$ cat config.mk
export PLATFORM = sky130hd
export DESIGN_NAME = button_inc_pulse
export DESIGN_NICKNAME = d
export VERILOG_FILES = /design/src/rtl/button_inc_pulse.sv
export SDC_FILE = /design/constraint.sdc
export NUM_CORES = 1
export LEC_CHECK = 0
export BUFFER_PORTS_ARGS = -buffer_cell sky130_fd_sc_hd__buf_2
export CORE_MARGIN = 5
export CORE_UTILIZATION = 32
export CTS_BUF_LIST = sky130_fd_sc_hd__clkbuf_8
export DETAILED_ROUTE_END_ITERATION = 16
export GPL_ROUTABILITY_DRIVEN = 0
export SETUP_SLACK_MARGIN = 0.4
export SYNTH_ARGS = -nofsm -noshare
export SYNTH_HDL_FRONTEND = slang
export SYNTH_SLANG_ARGS = --single-unit
export TNS_END_PERCENT = 1
$ cat constraint.sdc
create_clock -name CLK -period 2.5 [get_ports CLK]
set_input_delay 0.375 -clock CLK [delete_from_list [all_inputs] [get_ports CLK]]
set_output_delay 0.375 -clock CLK [all_outputs]
set_load 0.005 [all_outputs]
$ cat src/rtl/button_inc_pulse.sv
// ============================================================================
// button_inc_pulse: synchronizes and debounces a push-button, emitting one
// INC strobe per press with optional auto-repeat while held.
// Revision: 1.0
// ============================================================================
`default_nettype none

module button_inc_pulse #(
  parameter int DEBOUNCE_CYCLES = 250000,
  parameter bit REPEAT_EN       = 1'b1,
  parameter int REPEAT_DELAY    = 12500000,
  parameter int REPEAT_PERIOD   = 2500000
) (
  input  logic CLK,
  input  logic RST_N,
  input  logic SW,
  output logic INC,
  output logic PRESSED
);

  localparam int c_DB_W   = (DEBOUNCE_CYCLES > 1) ? $clog2(DEBOUNCE_CYCLES) : 1;
  localparam int c_RP_MAX = (REPEAT_DELAY > REPEAT_PERIOD) ? REPEAT_DELAY : REPEAT_PERIOD;
  localparam int c_RP_W   = (c_RP_MAX > 1) ? $clog2(c_RP_MAX) : 1;

  localparam logic [c_DB_W-1:0] c_DB_LAST = c_DB_W'(DEBOUNCE_CYCLES - 1);
  localparam logic [c_RP_W-1:0] c_RD_LAST = c_RP_W'(REPEAT_DELAY - 1);
  localparam logic [c_RP_W-1:0] c_RP_LAST = c_RP_W'(REPEAT_PERIOD - 1);

  typedef enum logic [1:0] {
    ST_IDLE   = 2'd0,
    ST_HOLD   = 2'd1,
    ST_REPEAT = 2'd2
  } state_t;

  logic              r_sync1;
  logic              r_sw_s;
  logic              r_stable;
  logic [c_DB_W-1:0] r_db_cnt;
  state_t            r_state;
  state_t            w_state_nxt;
  logic [c_RP_W-1:0] r_rp_cnt;
  logic [c_RP_W-1:0] w_rp_nxt;
  logic              r_inc;
  logic              w_inc_nxt;

  always_ff @(posedge CLK or negedge RST_N) begin
    if (!RST_N) begin
      r_sync1 <= 1'b0;
      r_sw_s  <= 1'b0;
    end else begin
      r_sync1 <= SW;
      r_sw_s  <= r_sync1;
    end
  end

  // A new level is accepted only after DEBOUNCE_CYCLES consecutive disagreeing edges.
  always_ff @(posedge CLK or negedge RST_N) begin
    if (!RST_N) begin
      r_stable <= 1'b0;
      r_db_cnt <= '0;
    end else if (r_sw_s != r_stable) begin
      if (r_db_cnt == c_DB_LAST) begin
        r_stable <= r_sw_s;
        r_db_cnt <= '0;
      end else begin
        r_db_cnt <= r_db_cnt + 1'b1;
      end
    end else begin
      r_db_cnt <= '0;
    end
  end

  always_ff @(posedge CLK or negedge RST_N) begin
    if (!RST_N) begin
      r_state  <= ST_IDLE;
      r_rp_cnt <= '0;
      r_inc    <= 1'b0;
    end else begin
      r_state  <= w_state_nxt;
      r_rp_cnt <= w_rp_nxt;
      r_inc    <= w_inc_nxt;
    end
  end

  // Release is tested first so it always wins over a timer expiry.
  always_comb begin
    w_state_nxt = r_state;
    w_rp_nxt    = r_rp_cnt;
    w_inc_nxt   = 1'b0;
    case (r_state)
      ST_IDLE: begin
        if (r_stable) begin
          w_inc_nxt   = 1'b1;
          w_rp_nxt    = '0;
          w_state_nxt = ST_HOLD;
        end
      end
      ST_HOLD: begin
        if (!r_stable) begin
          w_state_nxt = ST_IDLE;
        end else if (REPEAT_EN && (r_rp_cnt == c_RD_LAST)) begin
          w_inc_nxt   = 1'b1;
          w_rp_nxt    = '0;
          w_state_nxt = ST_REPEAT;
        end else if (REPEAT_EN) begin
          w_rp_nxt = r_rp_cnt + 1'b1;
        end
      end
      ST_REPEAT: begin
        if (!r_stable) begin
          w_state_nxt = ST_IDLE;
        end else if (r_rp_cnt == c_RP_LAST) begin
          w_inc_nxt = 1'b1;
          w_rp_nxt  = '0;
        end else begin
          w_rp_nxt = r_rp_cnt + 1'b1;
        end
      end
      default: begin
        w_state_nxt = ST_IDLE;
      end
    endcase
  end

  assign INC     = r_inc;
  assign PRESSED = r_stable;

endmodule

`default_nettype wire

Word level (Yosys, flattened, before mapping)
Index checks and enable logic that the tools add are counted.
{"block": "classes", "mux": 19, "n_eq_ne": 11, "n_addsub": 2, "n_reduce_logical": 5}
{"op": "two-way mux 24 bit", "n": 5}
{"op": "case mux 24 bit (3 select lines)", "n": 1}
{"op": "two-way mux 18 bit", "n": 2}
{"op": "adder 24 x 1 -> 24 bit (second input constant)", "n": 1}
{"op": "== test 24 x 22 -> 1 bit (second input constant)", "n": 1}
{"op": "== test 24 bit (second input constant)", "n": 1}
{"op": "adder 18 x 1 -> 18 bit (second input constant)", "n": 1}
{"op": "== test 18 bit (second input constant)", "n": 1}
{"op": "two-way mux 2 bit", "n": 4}
{"op": "inequality test 2 bit (second input constant)", "n": 4}
{"op": "case mux 2 bit (3 select lines)", "n": 1}
{"op": "two-way mux 1 bit", "n": 5}
{"op": "AND reduction 4 bit", "n": 1}
{"op": "inequality test 3 bit (second input constant)", "n": 1}
{"op": "case mux 1 bit (3 select lines)", "n": 1}
{"op": "AND reduction 3 bit", "n": 1}
{"op": "nonzero test 3 bit", "n": 1}
{"op": "== test 2 x 1 -> 1 bit (second input constant)", "n": 1}
{"op": "== test 2 bit (second input constant)", "n": 1}
{"op": "logical NOT 2 bit", "n": 1}
{"op": "AND reduction 2 bit", "n": 1}
{"op": "inequality test 1 bit", "n": 1}
{"block": "word_totals", "in_bits": 3, "elab_cells": 44, "reg_bits": 48}

Logic depth before layout (Yosys ltp)
{"block": "depth", "depth_word": 4, "ltp_mapped": 9}

Worst setup path after synthesis
Ideal clock, no wire load.
{"block": "synth_timing", "path_kind": "reg2reg", "startpoint": "reg r_state[0]", "endpoint": "reg r_rp_cnt[20]", "slack_ps": 422, "stages_incl_launch_ff": 10, "t_required_ps": 2374, "period_less_slack_ps": 2078, "n_path_buf": 1, "t_arrival_ps": 1952, "cell_sequence": "dfrtp_1 > inv_1 > ha_1 > nor3_1 > or2b_2 > clkbuf_2 > nor4_2 > nand3_1 > xor2_1 > nor2_1"}
{"block": "synth_between", "elab_chain_cells": 3}
{"item": "from (decl)", "line": "39", "text": "state_t r_state;"}
{"item": "from (signal assigned)", "line": "79", "text": "r_state <= w_state_nxt;"}
{"item": "== test 2 x 1 -> 1 bit (tied with other cells)", "line": "90", "text": "case (r_state)"}
{"item": "inequality test 2 bit (no source line) or nonzero test 3 bit (tied branches)"}
{"item": "AND reduction 4 bit (no source line)"}
{"item": "to (signal assigned)", "line": "80", "text": "r_rp_cnt <= w_rp_nxt;"}
{"item": "to (decl)", "line": "41", "text": "logic [c_RP_W-1:0] r_rp_cnt;"}
Parallel ways exist; a longest one is shown, timed or not.
A chain may end at the register's enable or synchronous reset.

Worst setup path after layout
{"block": "layout_timing", "startpoint": "reg r_rp_cnt[16]", "endpoint": "reg r_rp_cnt[4]"}
{"block": "layout_between", "elab_chain_cells": 4}
{"item": "== test 24 x 22 -> 1 bit or == test 24 bit (tied branches)", "line": "112, 101"}
{"item": "two-way mux 24 bit, on equally long branches", "line": "112, 101"}
{"item": "two-way mux 24 bit, on equally long branches", "line": "110, 99"}
{"item": "case mux 24 bit (3 select lines) (*)", "line": "90"}
Mark *: on every way between the ends. The rest lies on a longest branch, timed or not. The select of a mux whose other input is x is not followed.

==> results.md <==
- The flow ran to the end, and the final reports show no timing, DRC or antenna violations.
- Setup repair after global routing could not meet its margin everywhere.
- The number of clock buffers inserted by TritonCTS is 5.
- The number of optimization iterations in the first detailed-route pass is 4.
- The worst setup path is captured at a flip-flop.
- The largest single stage delay on the critical path is 440 ps.
- Setup violations remaining at the end of the flow were counted as 0.
- STA classifies the critical path startpoint as a flip-flop.
- The synthesized design contains 48 register bits.
- The required time reported for the critical path endpoint is 2700 ps.
- The cell at the root of the clock tree is clkbuf_8.
- The detailed-placement wirelength estimate is 3611 um.
- Measured against its own limit, the worst slew margin works out to 62.85%.
- The total nets after synthesis is 274.
- The initial antenna violation count is 0.
- The later pin in the worst-skew pair is clocked with a latency of 300 ps.
- In the final layout, the share of cells above drive strength 1 is 16.78%.
- The area of the mapped netlist is 0.002572 mm2.
- The DRC violation count after routing is 0.
- The synthesized instance count is 265.
- The region available for standard cell placement spans 0.007767 mm2.
- The number of antenna diodes in the final layout is 0.
- The die height is 99.66 um.
- For the final routed database, the setup TNS stands at 0 ps.
- The classification of the worst setup path is reg -> reg.
- The via count of the first global-routing pass is 1,934.
- After the first detailed-routing iteration, the DRC count stood at 101.
- The maximum clock path buffer count is 2.
- The tool flagged a number of max-cap violations equal to 0.
- The sum of routed wire segments on met1 is 2588 um.
- CTS saw 48 sinks.
- Of all flip-flops after synthesis, the portion carrying an async set or reset was 100.0%.
- The highest attainable clock frequency is 443.8 MHz.
- The slowest stage of the critical path is the dfrtp_1 cell.
- The clock slew seen by the registers of the worst setup and hold paths is 90 ps.
- The die outline width is 99.66 um.
- In this run the remaining antenna-violating nets after routing total 0.
- Pin placement for this block handled 5 I/O pins.
- Summed over all cells, the static leakage comes to 1.280 nW.
- The tightest min-delay check is of the in -> reg type.
- The initial core utilization is 33.12%.
- Counting distinct cell types in the post-synthesis netlist gives 46.
- The routed length per instance is 13.93 um.
- The largest clock skew in the final design is 10.36 ps.
- The floorplan row count is 32.
- For the pin with the worst max-slew slack, the measured transition is 555.9 ps.
- Of the synthesized area, sequential elements account for 46.69%.
- The mean number of vias per cell is 5.222.
- The area added between synthesis and finish is 14.59%.
- The total number of nets in the final design is 294.
- The final period utilization is 90.13%.
- The launching instance or port of the critical path is r_rp_cnt[16].
- The wire length on met2 is 2479 um.
- Across all layers, the routed design uses 2,026 vias.
- The total routing resource utilization after global routing is 11.38%.
- The final wirelength is 5403 um.
- The number of flops mapped to enable cells by yosys is 0.
- The CTS tree is built.
- The number of max-slew violations in the final report is 0.
- The worst setup slack for register-to-register paths is 250 ps.
- The final hold violation count is 0.
- The arrival time of the worst setup path is 2450 ps.
- A synthesized cell averages 9.707 um2.
- In this run the worst path has a maximum fanout of 5.
- The total power consumption of the routed design is 1.362 mW.
- In this run the top signal layer used is met4.
- The total buffers and inverters traversed by the critical path is 1.
- The aggregate global routing overflow is 0.
- The floorplan die area is 0.009932 mm2.
- The startpoint of the tightest hold check path is SW.
- The power density of the placed cells is 462.2 mW/mm2.
- IR analysis of the VDD net gives a maximum drop of 302.0 uV.
- Detailed routing placed a total of 222 um of wire on met3.
- The signal on the critical path passes through or3b_4 > nor4_4 > nand3_2 > a32oi_4 > buf_6 > o21ai_0 > a22o_1.
- The time the final worst path needs with I/O delays and setup is 2253 ps.
- The dominant delay contributor by cell family on the critical path is simple AND/OR/NAND/NOR gates.
- The synthesis warning total is 0.
- The maximum number of pins on one net before global-route repair is 21.
- The quantity of I/O buffers inserted on ports is 4.
- The first global-routing pass estimated 9170 um of wire.
- The total number of H-tree levels is 2.
- The source of the worst register-to-register timing path is r_rp_cnt[16].
- The primary flip-flop cell chosen by synthesis mapping is dfrtp_1.
- On the final layout, the worst hold slack is 182.5 ps.
- Cells fill 37.95% of the core in the end.
-- metal layers --
metal  vias up  track usage (%)
li1       1003                -
met3         9            3.576
met4         0            3.782
met2        41            17.39
met5         -                0
met1       973            15.28
-- Yosys cell counts (2+ instances only) --
cell type / n / area [um2]
a21o_1: 2 / 15.01
a21o_2: 2 / 17.52
a21oi_1: 6 / 30.03
a22o_1: 10 / 87.58
and2b_1: 3 / 22.52
and3_1: 8 / 50.05
and3_2: 4 / 30.03
buf_6: 2 / 22.52
dfrtp_1: 48 / 1201
ha_1: 6 / 75.07
inv_1: 6 / 22.52
nand2_1: 28 / 105.1
nand3_1: 25 / 125.1
nand3_2: 2 / 20.02
nand4_1: 6 / 37.54
nand4bb_2: 2 / 32.53
nor2_1: 33 / 123.9
nor2b_1: 3 / 18.77
nor3_1: 7 / 35.03
nor4_1: 2 / 12.51
o21ai_0: 12 / 60.06
o311ai_0: 6 / 52.55
or3_1: 2 / 12.51
xnor2_1: 5 / 43.79
xor2_1: 14 / 122.6
-- report_power, final --
group | switching [mW] | total [mW] | leakage [nW] | internal (mW)
registers | 0.00316 | 0.784 | 0.662 | 0.781
clock network | 0.254 | 0.547 | 0.0593 | 0.293
logic | 0.0226 | 0.0310 | 0.559 | 0.00837
-- layout make-up --
type / count / area, um2
Timing Repair Buffer: 17 / 127.6
Fill cell: 773 / 4820
Sequential cell: 48 / 1202
Clock buffer: 5 / 68.82
Tap cell: 102 / 127.6
Multi-Input combinational cell: 207 / 1360
Inverter: 6 / 22.52
Clock inverter: 3 / 38.79
-- worst paths after layout --
| check | end | cells after the start |
|---|---|---|
| max | r_rp_cnt[4] | 7 |
| min | r_sync1 | 1 |
| max reg2reg | r_rp_cnt[4] | 7 |
| min reg2reg | r_sw_s | 0 |
| max in group asynchronous | r_rp_cnt[17] | 3 |
| min in group asynchronous | r_db_cnt[11] | 2 |
-- what timing repair did --
action | in CTS | in global routing
buffers inserted | 2 | 4
hold buffers | 1 | 0
gates resized for setup | 4 | 10
endpoints found under the hold margin | 14 | 0
endpoints found under the setup margin | 23 | 31
gates cloned | 0 | 1
pin swaps | 1 | 6
-- layout by cell type, fill, tap and decap left out, types with 3 or more instances in the layout --
master    count
ha_1          6
and3_1        8
and2b_1       3
o21ai_0       8
nor2b_1       3
inv_1         7
a22o_1       10
and3_2        4
nor2_1       33
nand3_1      25
nor3_1        7
nand2_1      27
buf_4        10
clkbuf_8      5
xor2_1       14
buf_2         4
dfrtp_1      47
nand4_1       6
a21oi_1       6
o311ai_0      6
xnor2_1       5
-- kinds of logic (layout without fill, tap and decap cells) --
group                      after synthesis  after routing  share of synthesized area (%)
muxes                                    2              2                         0.8268
AOI/OAI and AO/OA                       44             45                          12.55
adders and majority gates                6              6                          2.918
and+or+nand+nor                        135            135                          28.31
buffers and inverters                   11             31                          2.237
xor gates and xnor gates                19             19                          6.469
DFF                                     48             48                          46.69
-- through the flow --
stage	cell area [um2]	setup slack, ps	cells
final	2948	246.7	388
after global routing	2948	170.9	388
after CTS	2890	319.6	383
after detailed placement	2730	259.3	372
after global placement	2730	286.4	372
after floorplan	2572	422.0	265
-- sequential cells by signal, summed over array words and instances, names as in the netlist --
signal,cells
r_state,2
r_sync1,1
INC,1
r_rp_cnt,24
PRESSED,1
r_db_cnt,18
r_sw_s,1
No activity file was read; power rests on OpenSTA's default activity.
